$ cat config.mk
export PLATFORM = sky130hd
export DESIGN_NAME = chronospatial_host
export DESIGN_NICKNAME = d
export VERILOG_FILES = /design/src/rtl/chronospatial_pkg.sv /design/src/rtl/chronospatial_out_fifo.sv /design/src/rtl/chronospatial_host.sv
export SDC_FILE = /design/constraint.sdc
export NUM_CORES = 1
export LEC_CHECK = 0
export BUFFER_PORTS_ARGS = -buffer_cell sky130_fd_sc_hd__buf_2
export CAP_MARGIN = 20
export CORE_UTILIZATION = 50
export DETAILED_ROUTE_END_ITERATION = 7
export MAX_ROUTING_LAYER = met4
export PLACE_DENSITY = 0.71
export SYNTH_ARGS = -nofsm -noshare
export SYNTH_HDL_FRONTEND = slang
export SYNTH_SLANG_ARGS = --single-unit
$ cat constraint.sdc
create_clock -name clk -period 2.3 [get_ports clk]
set_input_delay 0.46 -clock clk [delete_from_list [all_inputs] [get_ports clk]]
set_output_delay 0.46 -clock clk [all_outputs]
set_load 0.005 [all_outputs]
$ cat src/rtl/chronospatial_pkg.sv
// Shared definitions for the chronospatial host driver: core pin field positions,
// FSM state encoding and the helpers that build core_ui_in words.
package chronospatial_pkg;

    localparam int OPC_W       = 3;
    localparam int UI_INIT_BIT = 3;
    localparam int UI_OPND_LSB = 4;
    localparam int UO_VAL_LSB  = 0;
    localparam int UO_OUTV_BIT = 3;
    localparam int UO_HALT_BIT = 4;
    localparam int UO_IP_LSB   = 5;

    typedef enum logic [1:0] {
        ST_IDLE = 2'd0,
        ST_INIT = 2'd1,
        ST_RUN  = 2'd2,
        ST_DONE = 2'd3
    } state_t;

    function automatic logic [7:0] init_word(input logic a, input logic b, input logic c);
        logic [7:0] w;
        w              = '0;
        w[0]           = a;
        w[1]           = b;
        w[2]           = c;
        w[UI_INIT_BIT] = 1'b1;
        return w;
    endfunction

    // A program slot is {opcode, operand}; the core expects opcode low, operand high.
    function automatic logic [7:0] run_word(input logic [5:0] slot);
        logic [7:0] w;
        w                         = '0;
        w[OPC_W-1:0]              = slot[5:3];
        w[UI_OPND_LSB +: OPC_W]   = slot[2:0];
        return w;
    endfunction

endpackage

$ cat src/rtl/chronospatial_out_fifo.sv
// Synchronous FIFO for captured core output values. Extra pointer MSB separates
// full from empty; a push on a full FIFO is accepted when a pop happens that cycle.
module chronospatial_out_fifo #(
    parameter int W     = 3,
    parameter int DEPTH = 8
) (
    input  logic         clk,
    input  logic         rst_n,
    input  logic         push,
    input  logic [W-1:0] push_data,
    input  logic         pop,
    output logic [W-1:0] pop_data,
    output logic         full,
    output logic         empty
);

    localparam int AW = $clog2(DEPTH);

    logic [W-1:0] mem [DEPTH];
    logic [AW:0]  wr_ptr;
    logic [AW:0]  rd_ptr;
    logic         wr_fire;
    logic         rd_fire;

    assign empty   = (wr_ptr == rd_ptr);
    assign full    = (wr_ptr[AW] != rd_ptr[AW]) && (wr_ptr[AW-1:0] == rd_ptr[AW-1:0]);
    assign wr_fire = push && (!full || pop);
    assign rd_fire = pop && !empty;
    assign pop_data = empty ? '0 : mem[rd_ptr[AW-1:0]];

    always_ff @(posedge clk or negedge rst_n) begin
        if (!rst_n) begin
            wr_ptr <= '0;
            rd_ptr <= '0;
        end else begin
            if (wr_fire) wr_ptr <= wr_ptr + 1'b1;
            if (rd_fire) rd_ptr <= rd_ptr + 1'b1;
        end
    end

    always_ff @(posedge clk) begin
        if (wr_fire) mem[wr_ptr[AW-1:0]] <= push_data;
    end

endmodule

$ cat src/rtl/chronospatial_host.sv
// Host driver for the chronospatial core: seeds A/B/C serially, serves program
// slots by instruction pointer, and queues core output values for a consumer.
module chronospatial_host
    import chronospatial_pkg::*;
#(
    parameter int REG_W      = 24,
    parameter int OUT_DEPTH  = 8,
    parameter int MAX_CYCLES = 4096
) (
    input  logic             clk,
    input  logic             rst_n,
    input  logic             prog_wr_en,
    input  logic [2:0]       prog_wr_addr,
    input  logic [5:0]       prog_wr_data,
    input  logic [REG_W-1:0] seed_a,
    input  logic [REG_W-1:0] seed_b,
    input  logic [REG_W-1:0] seed_c,
    input  logic             start,
    output logic [7:0]       core_ui_in,
    input  logic [7:0]       core_uo_out,
    output logic [2:0]       out_data,
    output logic             out_valid,
    input  logic             out_ready,
    output logic             busy,
    output logic             done,
    output logic             overflow,
    output logic             timeout
);

    localparam int CNT_W = $clog2(REG_W + 1);
    localparam int WD_W  = $clog2(MAX_CYCLES + 1);
    localparam logic [CNT_W-1:0] LAST_BIT = CNT_W'(REG_W);
    localparam logic [WD_W-1:0]  WD_LAST  = WD_W'(MAX_CYCLES - 1);

    state_t           state, state_nxt;
    logic [REG_W-1:0] sh_a, sh_b, sh_c;
    logic [CNT_W-1:0] bit_cnt;
    logic [WD_W-1:0]  wdog;
    logic [5:0]       prog_mem [8];

    logic [2:0] ip;
    logic [2:0] core_val;
    logic       core_halt;
    logic       core_ov;
    logic       idle_like;
    logic       start_ok;
    logic       init_last;
    logic       wd_expire;
    logic       push;
    logic       pop;
    logic       full;
    logic       empty;
    logic [7:0] run_drive;

    assign ip        = core_uo_out[UO_IP_LSB +: 3];
    assign core_val  = core_uo_out[UO_VAL_LSB +: 3];
    assign core_halt = core_uo_out[UO_HALT_BIT];
    assign core_ov   = core_uo_out[UO_OUTV_BIT];

    assign idle_like = (state == ST_IDLE) || (state == ST_DONE);
    assign start_ok  = idle_like && start;
    assign init_last = (bit_cnt == LAST_BIT);
    assign wd_expire = (wdog == WD_LAST);
    assign run_drive = run_word(prog_mem[ip]);

    // Consumer handshake: out_valid means the head is stable in out_data; the head
    // is consumed on any cycle where out_valid && out_ready. out_valid never
    // depends combinationally on out_ready.
    assign push      = (state == ST_RUN) && core_ov;
    assign pop       = out_valid && out_ready;
    assign out_valid = !empty;

    assign busy = (state == ST_INIT) || (state == ST_RUN);
    assign done = (state == ST_DONE);

    always_ff @(posedge clk or negedge rst_n) begin
        if (!rst_n) state <= ST_IDLE;
        else        state <= state_nxt;
    end

    always_comb begin
        state_nxt = state;
        case (state)
            ST_IDLE, ST_DONE: if (start) state_nxt = ST_INIT;
            ST_INIT:          if (init_last) state_nxt = ST_RUN;
            ST_RUN:           if (core_halt || wd_expire) state_nxt = ST_DONE;
            default:          state_nxt = ST_IDLE;
        endcase
    end

    // The first seed bit goes out on the start edge itself, so the shifters load
    // already advanced by one and the bit counter starts at 1.
    always_ff @(posedge clk or negedge rst_n) begin
        if (!rst_n) begin
            core_ui_in <= '0;
            sh_a       <= '0;
            sh_b       <= '0;
            sh_c       <= '0;
            bit_cnt    <= '0;
            wdog       <= '0;
            overflow   <= 1'b0;
            timeout    <= 1'b0;
        end else if (start_ok) begin
            core_ui_in <= init_word(seed_a[0], seed_b[0], seed_c[0]);
            sh_a       <= seed_a >> 1;
            sh_b       <= seed_b >> 1;
            sh_c       <= seed_c >> 1;
            bit_cnt    <= CNT_W'(1);
            wdog       <= '0;
            overflow   <= 1'b0;
            timeout    <= 1'b0;
        end else begin
            case (state)
                ST_INIT: begin
                    if (init_last) begin
                        core_ui_in <= run_drive;
                    end else begin
                        core_ui_in <= init_word(sh_a[0], sh_b[0], sh_c[0]);
                        sh_a       <= sh_a >> 1;
                        sh_b       <= sh_b >> 1;
                        sh_c       <= sh_c >> 1;
                        bit_cnt    <= bit_cnt + 1'b1;
                    end
                end
                ST_RUN: begin
                    if (core_ov && full && !pop) overflow <= 1'b1;
                    if (core_halt) begin
                        core_ui_in <= '0;
                    end else if (wd_expire) begin
                        core_ui_in <= '0;
                        timeout    <= 1'b1;
                    end else begin
                        core_ui_in <= run_drive;
                        wdog       <= wdog + 1'b1;
                    end
                end
                default: core_ui_in <= '0;
            endcase
        end
    end

    // Program image survives reset; writes are only honoured while no run is active.
    always_ff @(posedge clk) begin
        if (prog_wr_en && idle_like) prog_mem[prog_wr_addr] <= prog_wr_data;
    end

    chronospatial_out_fifo #(
        .W     (3),
        .DEPTH (OUT_DEPTH)
    ) u_out_fifo (
        .clk       (clk),
        .rst_n     (rst_n),
        .push      (push),
        .push_data (core_val),
        .pop       (pop),
        .pop_data  (out_data),
        .full      (full),
        .empty     (empty)
    );

endmodule
==> After elaboration in Yosys (flattened, before gate mapping) <==
Memory sizes are Yosys's and may differ from the RTL's.
Index checks and enable logic that the tools add are counted.
{ "op_classes": {"add_sub_neg": 4, "eq_ne": 14, "muxes": 37, "n_reduce_logical": 27} }
{ "op_table": {"columns": ["op", "count"], "rows": [
  ["two-way mux 24 bit", 9],
  ["two-way mux 13 bit", 4],
  ["two-way mux 7 bit", 3],
  ["one-hot mux 8 bit (2 select lines)", 1],
  ["two-way mux 5 bit", 3],
  ["adder 13 x 1 -> 13 bit, second input constant", 1],
  ["equality test 13 x 12 -> 1 bit, second input constant", 1],
  ["two-way mux 1 bit", 11],
  ["logical AND 1 bit", 9],
  ["AND reduction 3 bit", 3],
  ["adder 4 x 1 -> 4 bit, second input constant", 2],
  ["two-way mux 8 bit", 1],
  ["!= test 2 bit, second input constant", 4],
  ["nonzero test 2 bit", 4],
  ["two-way mux 2 bit", 3],
  ["one-hot mux 2 bit (3 select lines)", 1],
  ["adder 5 x 1 -> 5 bit, second input constant", 1],
  ["equality test 5 bit, second input constant", 1],
  ["equality test 2 bit, second input constant", 2],
  ["equality test 4 bit", 1],
  ["logical OR 1 bit", 4],
  ["!= test 2 x 1 -> 1 bit, second input constant", 2],
  ["AND reduction 2 bit", 2],
  ["equality test 3 bit", 1],
  ["6 further kinds", 8]
]} }
{ "totals": {"reg_bits": 110, "ramBits": 72, "wordCells": 95, "memories": 2} }
{ "memory_table": {"columns": ["memory", "depth", "width", "read_ports", "rd_clocked_by_memory_dff", "wr", "line", "text"], "rows": [
  ["prog_mem", 8, 6, 1, 0, 1, "chronospatial_host.sv:39", "logic [5:0] prog_mem [8];"],
  ["u_out_fifo.mem", 8, 3, 1, 0, 1, "chronospatial_out_fifo.sv:19", "logic [W-1:0] mem [DEPTH];"]
]} }

==> Longest topological paths before layout <==
Gate-level depths: netlist of run 1.
{ "depth": {"depth_word": 8, "mapped_depth": 8, "mapped_depth_nobuf": 6} }

==> Cells and area by module <==
From an unflattened synthesis of run 1, not the netlist that was laid out.
{ "unflattened": {"hier_cells": 628, "area_unflattened_um2": 7968.9} }
{ "modules_own_cells": {"columns": ["module", "n_inst", "cells_per_inst", "area_each_um2"], "rows": [
  ["chronospatial_host", 1, 532, 6492.5],
  ["chronospatial_out_fifo", 1, 96, 1476.4]
]} }

==> Least setup slack after synthesis of run 1 <==
No wires, ideal clock.
{ "synth_path": {"kind": "flip-flop to flip-flop", "startpoint": "register state[0]", "endpoint": "register bit_cnt[1]", "arrival_time_ps": 1743, "slack_ps": 425, "stages_incl_launch_ff": 8, "path_buffers": 3, "synth_period_minus_slack_ps": 1875, "cell_sequence": "dfrtp_1 -> inv_1 -> ha_1 -> and2_1 -> clkbuf_1 -> clkbuf_1 -> clkbuf_1 -> nor2_1"} }
{ "synth_via": {"elab_chain_len": 5, "elab_cells_between_ends": 9, "classes_between": "eq/ne: 3; mux: 1; reduce/logical: 5"} }
{ "synth_rtl": {"columns": ["element", "line", "text"], "rows": [
  ["start: declaration", "chronospatial_host.sv:35", "state_t state, state_nxt;"],
  ["start signal: assignment", "chronospatial_host.sv:78", "else state <= state_nxt;"],
  ["equality test 2 bit or logical NOT 2 bit (tied branches)", "chronospatial_host.sv:60", "assign idle_like = (state == ST_IDLE) || (state == ST_DONE);"],
  ["logical OR 1 bit", "chronospatial_host.sv:60", null],
  ["logical AND 1 bit", "chronospatial_host.sv:61", "assign start_ok = idle_like && start;"],
  ["!= test 2 bit (no line) or nonzero test 2 bit (tied branches)", null, null],
  ["AND reduction 2 bit (no line)", null, null],
  ["end signal: assignment", "chronospatial_host.sv:122", "bit_cnt <= bit_cnt + 1'b1;"],
  ["end: declaration", "chronospatial_host.sv:37", "logic [CNT_W-1:0] bit_cnt;"]
]} }
Parallel ways exist; a longest one is shown, timed or not.
A chain may end at the register's enable or synchronous reset.

==> Worst setup path in the final report of run 1 <==
{ "layout_path": {"startpoint": "register u_out_fifo.rd_ptr[0]", "endpoint": "output out_data[0]"} }
{ "layout_via": {"elab_chain_len": 2, "elab_cells_between_ends": 3, "classes_between": "eq/ne: 1; mux: 1; memory: 1"} }
{ "layout_rtl": {"columns": ["element", "line", "text"], "rows": [
  ["start: declaration", "chronospatial_out_fifo.sv:21", "logic [AW:0] rd_ptr;"],
  ["start signal: assignment", "chronospatial_out_fifo.sv:37", "if (rd_fire) rd_ptr <= rd_ptr + 1'b1;"],
  ["memory (8 x 3 bit) or equality test 4 bit (tied branches)", null, null],
  ["two-way mux 3 bit (*)", "chronospatial_out_fifo.sv:29", "assign pop_data = empty ? '0 : mem[rd_ptr[AW-1:0]];"],
  ["end: declaration", "chronospatial_host.sv:21", "output logic [2:0] out_data,"]
]} }
Mark *: on every way between the ends. The rest lies on a longest branch, timed or not.

==> results of run 1 <==
==> cell usage after synthesis, types with 4 or more instances <==
master / instances / area share
a21oi_1: 11 / 0.0069
and2_1: 4 / 0.0031
buf_2: 12 / 0.0076
buf_4: 8 / 0.0076
clkbuf_1: 17 / 0.0080
dfrtp_1: 106 / 0.33
edfxtp_1: 72 / 0.27
ha_1: 9 / 0.014
inv_1: 6 / 0.0028
mux2i_1: 78 / 0.098
mux4_2: 18 / 0.051
nand2_1: 89 / 0.042
nand2b_1: 7 / 0.0055
nand3_1: 13 / 0.0082
nand4_1: 9 / 0.0071
nor2_1: 26 / 0.012
nor3_1: 8 / 0.0050
o21ai_0: 76 / 0.048
or3_1: 5 / 0.0039
xnor2_1: 9 / 0.0099
xor2_1: 9 / 0.0099
==> what timing repair did <==
| item | in CTS | in global routing |
|---|---|---|
| pin swaps | 1 | 0 |
| endpoints found under the setup margin | 4 | 4 |
| buffers inserted | 2 | 0 |
| hold buffers | 1 | 0 |
| hold endpoints to repair | 18 | 0 |
| resized for setup | 2 | 1 |
==> registers in the layout, indices dropped and copies added (netlist names) <==
signal / count
state: 2
bit_cnt: 5
core_ui_in: 7
sh_c: 23
prog_mem: 48
u_out_fifo.wr_ptr: 4
wdog: 13
sh_b: 23
sh_a: 23
u_out_fifo.mem: 24
u_out_fifo.rd_ptr: 4
timeout: 1
overflow: 1
==> metal layers <==
layer,routed length [µm],GRT usage,up-vias
met4,144,0.06574,0
li1,-,-,2527
met2,7622,0.3357,125
met5,0,-,-
met3,759,0.05843,8
met1,7252,0.2792,2534
==> layout by cell type (no fill, tap or decap), types with 11 or more instances in the layout <==
master,synthesis,layout
a21oi_1,11,11
buf_2,12,107
buf_4,8,18
clkbuf_16,0,17
dfrtp_1,106,104
edfxtp_1,72,72
mux2i_1,78,78
mux4_2,18,18
nand2_1,89,88
nand3_1,13,13
nor2_1,26,26
o21ai_0,76,76
==> power by group through the flow <==
stage               Combinational [mW]  Clock (mW)  Sequential [mW]
global route                      4.01        3.14             4.87
floorplan                         2.88           0             4.52
finish                            3.58        2.96             4.77
CTS                               3.62        3.02             4.77
global placement                  3.38           0             4.78
detailed placement                3.51           0             4.82
==> kinds of logic (layout without fill, tap and decap cells) <==
logic type,count (synthesis),count (layout)
DFF,178,178
and+or+nand+nor,178,178
other,1,2
buffers and inverters,46,169
adders and majority gates,9,9
AOI/OAI and AO/OA,107,107
xor gates and xnor gates,18,18
muxes,98,98
==> how the worst min path moves through the flow <==
stage,cells past startpoint,from,slack (ns),endpoint
after CTS,3,seed_b[23],0.20,sh_b[22]$_DFFE_PN0P_
after global routing,3,seed_a[19],0.21,sh_a[18]$_DFFE_PN0P_
final,3,seed_b[23],0.21,sh_b[22]$_DFFE_PN0P_
after detailed placement,1,rst_n,0.38,u_out_fifo.rd_ptr[0]$_DFFE_PN0P_
after global placement,1,rst_n,0.38,u_out_fifo.rd_ptr[1]$_DFFE_PN0P_
after floorplan,0,rst_n,0.16,bit_cnt[0]$_DFFE_PN0P_
==> final cells by class <==
class,instances,area share
Sequential cell,178,0.5122
Multi-Input combinational cell,411,0.3113
Timing Repair Buffer,130,0.08089
Clock buffer,18,0.04670
Tap cell,211,0.02807
Clock inverter,14,0.01770
Inverter,7,0.002794
Antenna cell,1,0.0002661
==> worst min-delay path: cells and delay by family <==
kind / cells / cell delay [ns]
buffers and inverters: 1 / 0.08
AND/OR/NAND/NOR: 2 / 0.08
==> per-stage QoR <==
step,hold WS [ns],utilization,cell area [µm²],setup TNS [ns]
after global placement,0.3825,0.5699,8760,0
after global routing,0.2112,0.6118,9404,-0.1845
after detailed placement,0.3789,0.5699,8760,0
after CTS,0.1952,0.6116,9400,0
after floorplan,0.1644,-,7949,0
final,0.2126,0.6118,9404,0
==> summary.md, run 1 <==
| Metric | Value |
|---|---|
| Routed WL | `15780 µm` |
| Synth warn | `0` |
| Dpl ws | `0.1564 ns` |
| Fraction of synthesized cell area in xor and xnor cells | `0.01983` |
| Power Density | `1202 nW/µm²` |
| WP buf/inv | `1` |
| Slew @ Worst Pin | `0.5563 ns` |
| Mux share of post-synthesis cell area | `0.1521` |
| Drt pass-1 iters | `5` |
| CTS max path bufs | `2` |
| Crit end category | `primary output` |
| Register-to-Register Path Depth | `5` |
| Worst setup margin | `0.05257 ns` |
| Critical Path RT | `1.84 ns` |
| Yosys cell types | `52` |
| Crit-path cells | `mux4_2 > mux2i_1 > nor2_1 > buf_2` |
| Nets@finish | `848` |
| ANT nets after route | `0` |
| Async SR Flop Fraction | `0.5955` |
| Max incr delay on CP | `0.53 ns` |
| IO Count | `110` |
| Pins Over Slew Limit | `0` |
| Die Width | `128.1 µm` |
| Global Route Usage Sum | `0.2163` |
| Mean Syn Cell Area | `12.52 µm²` |
| Worst setup path endpoint | `out_data[0]` |
| Clock Latency Late Sink | `0.43 ns` |
| Drt drc | `0` |
| Area of the multi-input gates | `2928 µm²` |
| Placed Cells | `934` |
| Setup violators final | `0` |
| CTS buffer count | `17` |
| Max Freq | `445.0 MHz` |
| Register area | `4817 µm²` |
| Final Skew | `0.007539 ns` |
| Worst r2r src | `state[0]$_DFFE_PN0P_` |
| VDD IR max | `633.4 µV` |
| Cells after Synth | `635` |
| RSZ-0062 raised after global routing | `yes` |
| Clock sink total | `178` |
| Most used flip-flop cell after synthesis | `dfrtp_1` |
| Worst-path clk slew | `0.07 ns` |
| Post-Synth Simple-Gate Area | `0.1055` |
| Clock power share | `0.262` |
| Layout cells sized above 1 | `0.2533` |
| Worst Hold Class | `in2reg` |
| Largest family of logic cells by synthesized area | `multiplexers` |
| Initial antenna violation count | `1` |
| Overall power | `11.30 mW` |
| Max-cap violations | `0` |
| Tmin final | `2.247 ns` |
| Crit Path Max Fanout | `8` |
| FILL cells | `1231` |
| Initial drt markers | `434` |
| Synth Cell Area | `7949 µm²` |
| P&R area growth vs syn | `18.31%` |
| Rel. slew slack | `0.6282` |
| Arrival @ worst endpoint | `1.79 ns` |
| H-tree depth | `4` |
| Switching Share | `0.3405` |
| Number of cells on the critical path | `4` |
| Post-synth EDFFs | `72` |
| CTS Root Buffer Type | `clkbuf_16` |
| Sequential Power Share | `0.422` |
| CP startpoint kind | `flip-flop` |
| Seq cells post-synth | `178` |
| Worst Setup SP | `u_out_fifo.rd_ptr[0]$_DFFE_PN0P_` |
| Wire length per cell | `16.27 µm` |
| P_leak | `4.161 nW` |
| Largest net degree at the start of global routing | `73` |
| CTS tree | `yes` |
| Setup slack on the worst flop-to-flop path | `0.32 ns` |
| Worst path slowest cell | `mux4_2` |
| Mapped Nets | `738` |
| Status | `completed` |
| CP top delay family | `multiplexers` |
| GRT overflow | `0` |
| Seq/Total Area, Yosys | `0.6057` |
| Initial Utilization | `0.5171` |
| Die Ht | `128.1 µm` |
| Via density | `5.355` |
| Synth Area in Compound Gates | `0.07398` |
| Crit Reg-Reg Endpoint | `sh_c[3]$_DFFE_PN0P_` |
| First-pass GRT wire length | `26100 µm` |
| Final Hold Viols | `0` |
| Placeable core area | `15370 µm²` |
| Critical path class | `reg2out` |
| Via count | `5194` |
| DIE AREA | `16410 µm²` |
| Post-Synth Adder-Cell Area | `0.01417` |
| Tcrit/Tclk final | `0.9771` |
| RePlAce Congestion | `0.8305` |
| Non-Filler Instances | `970` |
| PortBufs | `108` |
| Net Switching | `3.848 mW` |
| Standard-cell rows | `45` |
| Comb pwr share | `0.316` |
| Placed wire-length estimate | `10730 µm` |
| Vias in the first global route | `5271` |
| Power Internal | `7.453 mW` |
Power figures use the tool's default switching activity.
==> inputs of run 2 (changes only) <==
--- a/config.mk
+++ b/config.mk
@@ -11,6 +11,8 @@
 export DETAILED_ROUTE_END_ITERATION = 7
 export MAX_ROUTING_LAYER = met4
 export PLACE_DENSITY = 0.71
+export SETUP_SLACK_MARGIN = 0.2
+export SLEW_MARGIN = 10
 export SYNTH_ARGS = -nofsm -noshare
 export SYNTH_HDL_FRONTEND = slang
 export SYNTH_SLANG_ARGS = --single-unit
==> summary.md, run 2 (synthesis results as in run 1) <==
| Metric | Value |
|---|---|
| Tmin final | `2.247 ns` |
| Area of the multi-input gates | `2940 µm²` |
| Worst Setup SP | `u_out_fifo.rd_ptr[0]$_DFFE_PN0P_` |
| Vias in the first global route | `5267` |
| Via density | `5.384` |
| Max Freq | `445.1 MHz` |
| CTS max path bufs | `2` |
| Max-cap violations | `0` |
| Register area | `4817 µm²` |
| Wire length per cell | `16.31 µm` |
| Worst r2r src | `state[0]$_DFFE_PN0P_` |
| Drt pass-1 iters | `5` |
| First-pass GRT wire length | `26100 µm` |
| Rel. slew slack | `0.6264` |
| GRT overflow | `0` |
| Crit Path Max Fanout | `8` |
| Register-to-Register Path Depth | `6` |
| DIE AREA | `16410 µm²` |
| PortBufs | `108` |
| Max FFs per register | `48` |
| Setup violators final | `0` |
| Crit-path cells | `mux4_2 > mux2i_1 > nor2_1 > buf_2` |
| P_leak | `4.161 nW` |
| Die Ht | `128.1 µm` |
| RSZ-0062 raised after global routing | `yes` |
| Nets@finish | `848` |
| ANT nets after route | `0` |
| Setup slack on the worst flop-to-flop path | `0.38 ns` |
| Design Area, Final | `9417 µm²` |
| Register bank with the most flops | `prog_mem` |
| Arrival @ worst endpoint | `1.79 ns` |
| Worst Hold Class | `in2reg` |
| WP buf/inv | `1` |
| H-tree depth | `4` |
| Tcrit/Tclk final | `0.9768` |
| Via count | `5222` |
| Initial antenna violation count | `1` |
| IO Count | `110` |
| Critical Path RT | `1.84 ns` |
| CP startpoint kind | `flip-flop` |
| CP top delay family | `multiplexers` |
| Most common cell after layout, fill and taps aside | `buf_2` |
| Placed wire-length estimate | `10730 µm` |
| Die Width | `128.1 µm` |
| Slew @ Worst Pin | `0.5590 ns` |
| Final Hold Viols | `0` |
| Initial drt markers | `437` |
| Global Route Usage Sum | `0.2163` |
| HP Start | `seed_b[23]` |
| Worst hold path depth | `3` |
| Pins Over Slew Limit | `0` |
| Placeable core area | `15370 µm²` |
| Largest net degree at the start of global routing | `73` |
| FILL cells | `1226` |
| CTS tree | `yes` |
| Crit Reg-Reg Endpoint | `wdog[11]$_DFFE_PN0P_` |
| Initial Utilization | `0.5171` |
| Fin util | `0.6126` |
| Placed Area | `8760 µm²` |
| P&R area growth vs syn | `18.46%` |
| Drt drc | `0` |
| Status | `completed` |
| Final Skew | `0.007509 ns` |
| Clock sink total | `178` |
| Worst setup margin | `0.05337 ns` |
| Standard-cell rows | `45` |
| Critical path class | `reg2out` |
| Worst path slowest cell | `mux4_2` |
| Max incr delay on CP | `0.53 ns` |
| CTS Root Buffer Type | `clkbuf_16` |
| Worst-path clk slew | `0.07 ns` |
| Power Density | `1205 nW/µm²` |
| Routed WL | `15820 µm` |
| Dpl ws | `0.1564 ns` |
| CTS buffer count | `17` |
| RePlAce Congestion | `0.8305` |
| Clock Latency Late Sink | `0.43 ns` |
| Most frequent cells in the layout | `107 x buf_2, 104 x dfrtp_1, 88 x nand2_1` |
| Number of cells on the critical path | `4` |
| VDD IR max | `632.5 µV` |
| Hold Path End | `sh_b[22]$_DFFE_PN0P_` |
| Layout cells sized above 1 | `0.2546` |
| Overall power | `11.34 mW` |
| Crit end category | `primary output` |
[run 2: cell count changes in the layout (fill, tap and decap cells not counted)]
cell	change
ha_4	+1
ha_1	-1
[run 2: how the worst max path moves through the flow]
stage	to	slack [ns]
3_5_place_dp	out_data[0]	0.16
3_3_place_gp	out_data[2]	0.30
6_report	out_data[0]	0.05
2_1_floorplan	bit_cnt[1]$_DFFE_PN0P_	0.43
4_1_cts	out_data[0]	0.02
5_1_grt	out_data[0]	-0.05
[run 2: report_power, final]
part / switching, mW / internal [mW]
Combinational: 1.95 / 1.65
Sequential: 0.615 / 4.16
Clock: 1.29 / 1.67
Total: 3.86 / 7.48
[run 2: cell type report]
cell class                      count  area share
Antenna cell                        1   0.0002657
Clock buffer                       18     0.04664
Clock inverter                     14     0.01767
Inverter                            7    0.002790
Multi-Input combinational cell    411      0.3123
Sequential cell                   178      0.5116
Tap cell                          211     0.02804
Timing Repair Buffer              130     0.08079
[run 2: metal layers]
| metal | up-vias | share of wire | GRT usage |
|---|---|---|---|
| li1 | 2528 | - | - |
| met1 | 2562 | 0.46 | 0.2795 |
| met2 | 124 | 0.49 | 0.3354 |
| met3 | 8 | 0.047 | 0.05843 |
| met4 | 0 | 0.0091 | 0.06574 |
| met5 | - | 0 | - |
[run 2: what timing repair did]
action / CTS / global route
gates resized for setup: 4 / 1
pin swaps: 1 / 0
setup endpoints to repair: 6 / 5
hold buffers: 1 / 0
cloned: 0 / 0
setup buffers: 2 / 0
hold endpoints to repair: 18 / 0
[run 2: stage by stage]
step                      TNS (ns)  cells  hold slack [ns]
after CTS                        0    969           0.1952
after floorplan                  0    635           0.1644
after detailed placement         0    934           0.3789
final                            0    970           0.2132
after global placement           0    934           0.3825
after global routing       -0.1845    970           0.2112
[run 2: tightest hold or removal path, cell delays in order]
cell     delay (ns)
buf_2          0.08
nand2_1        0.04
nand2_1        0.04
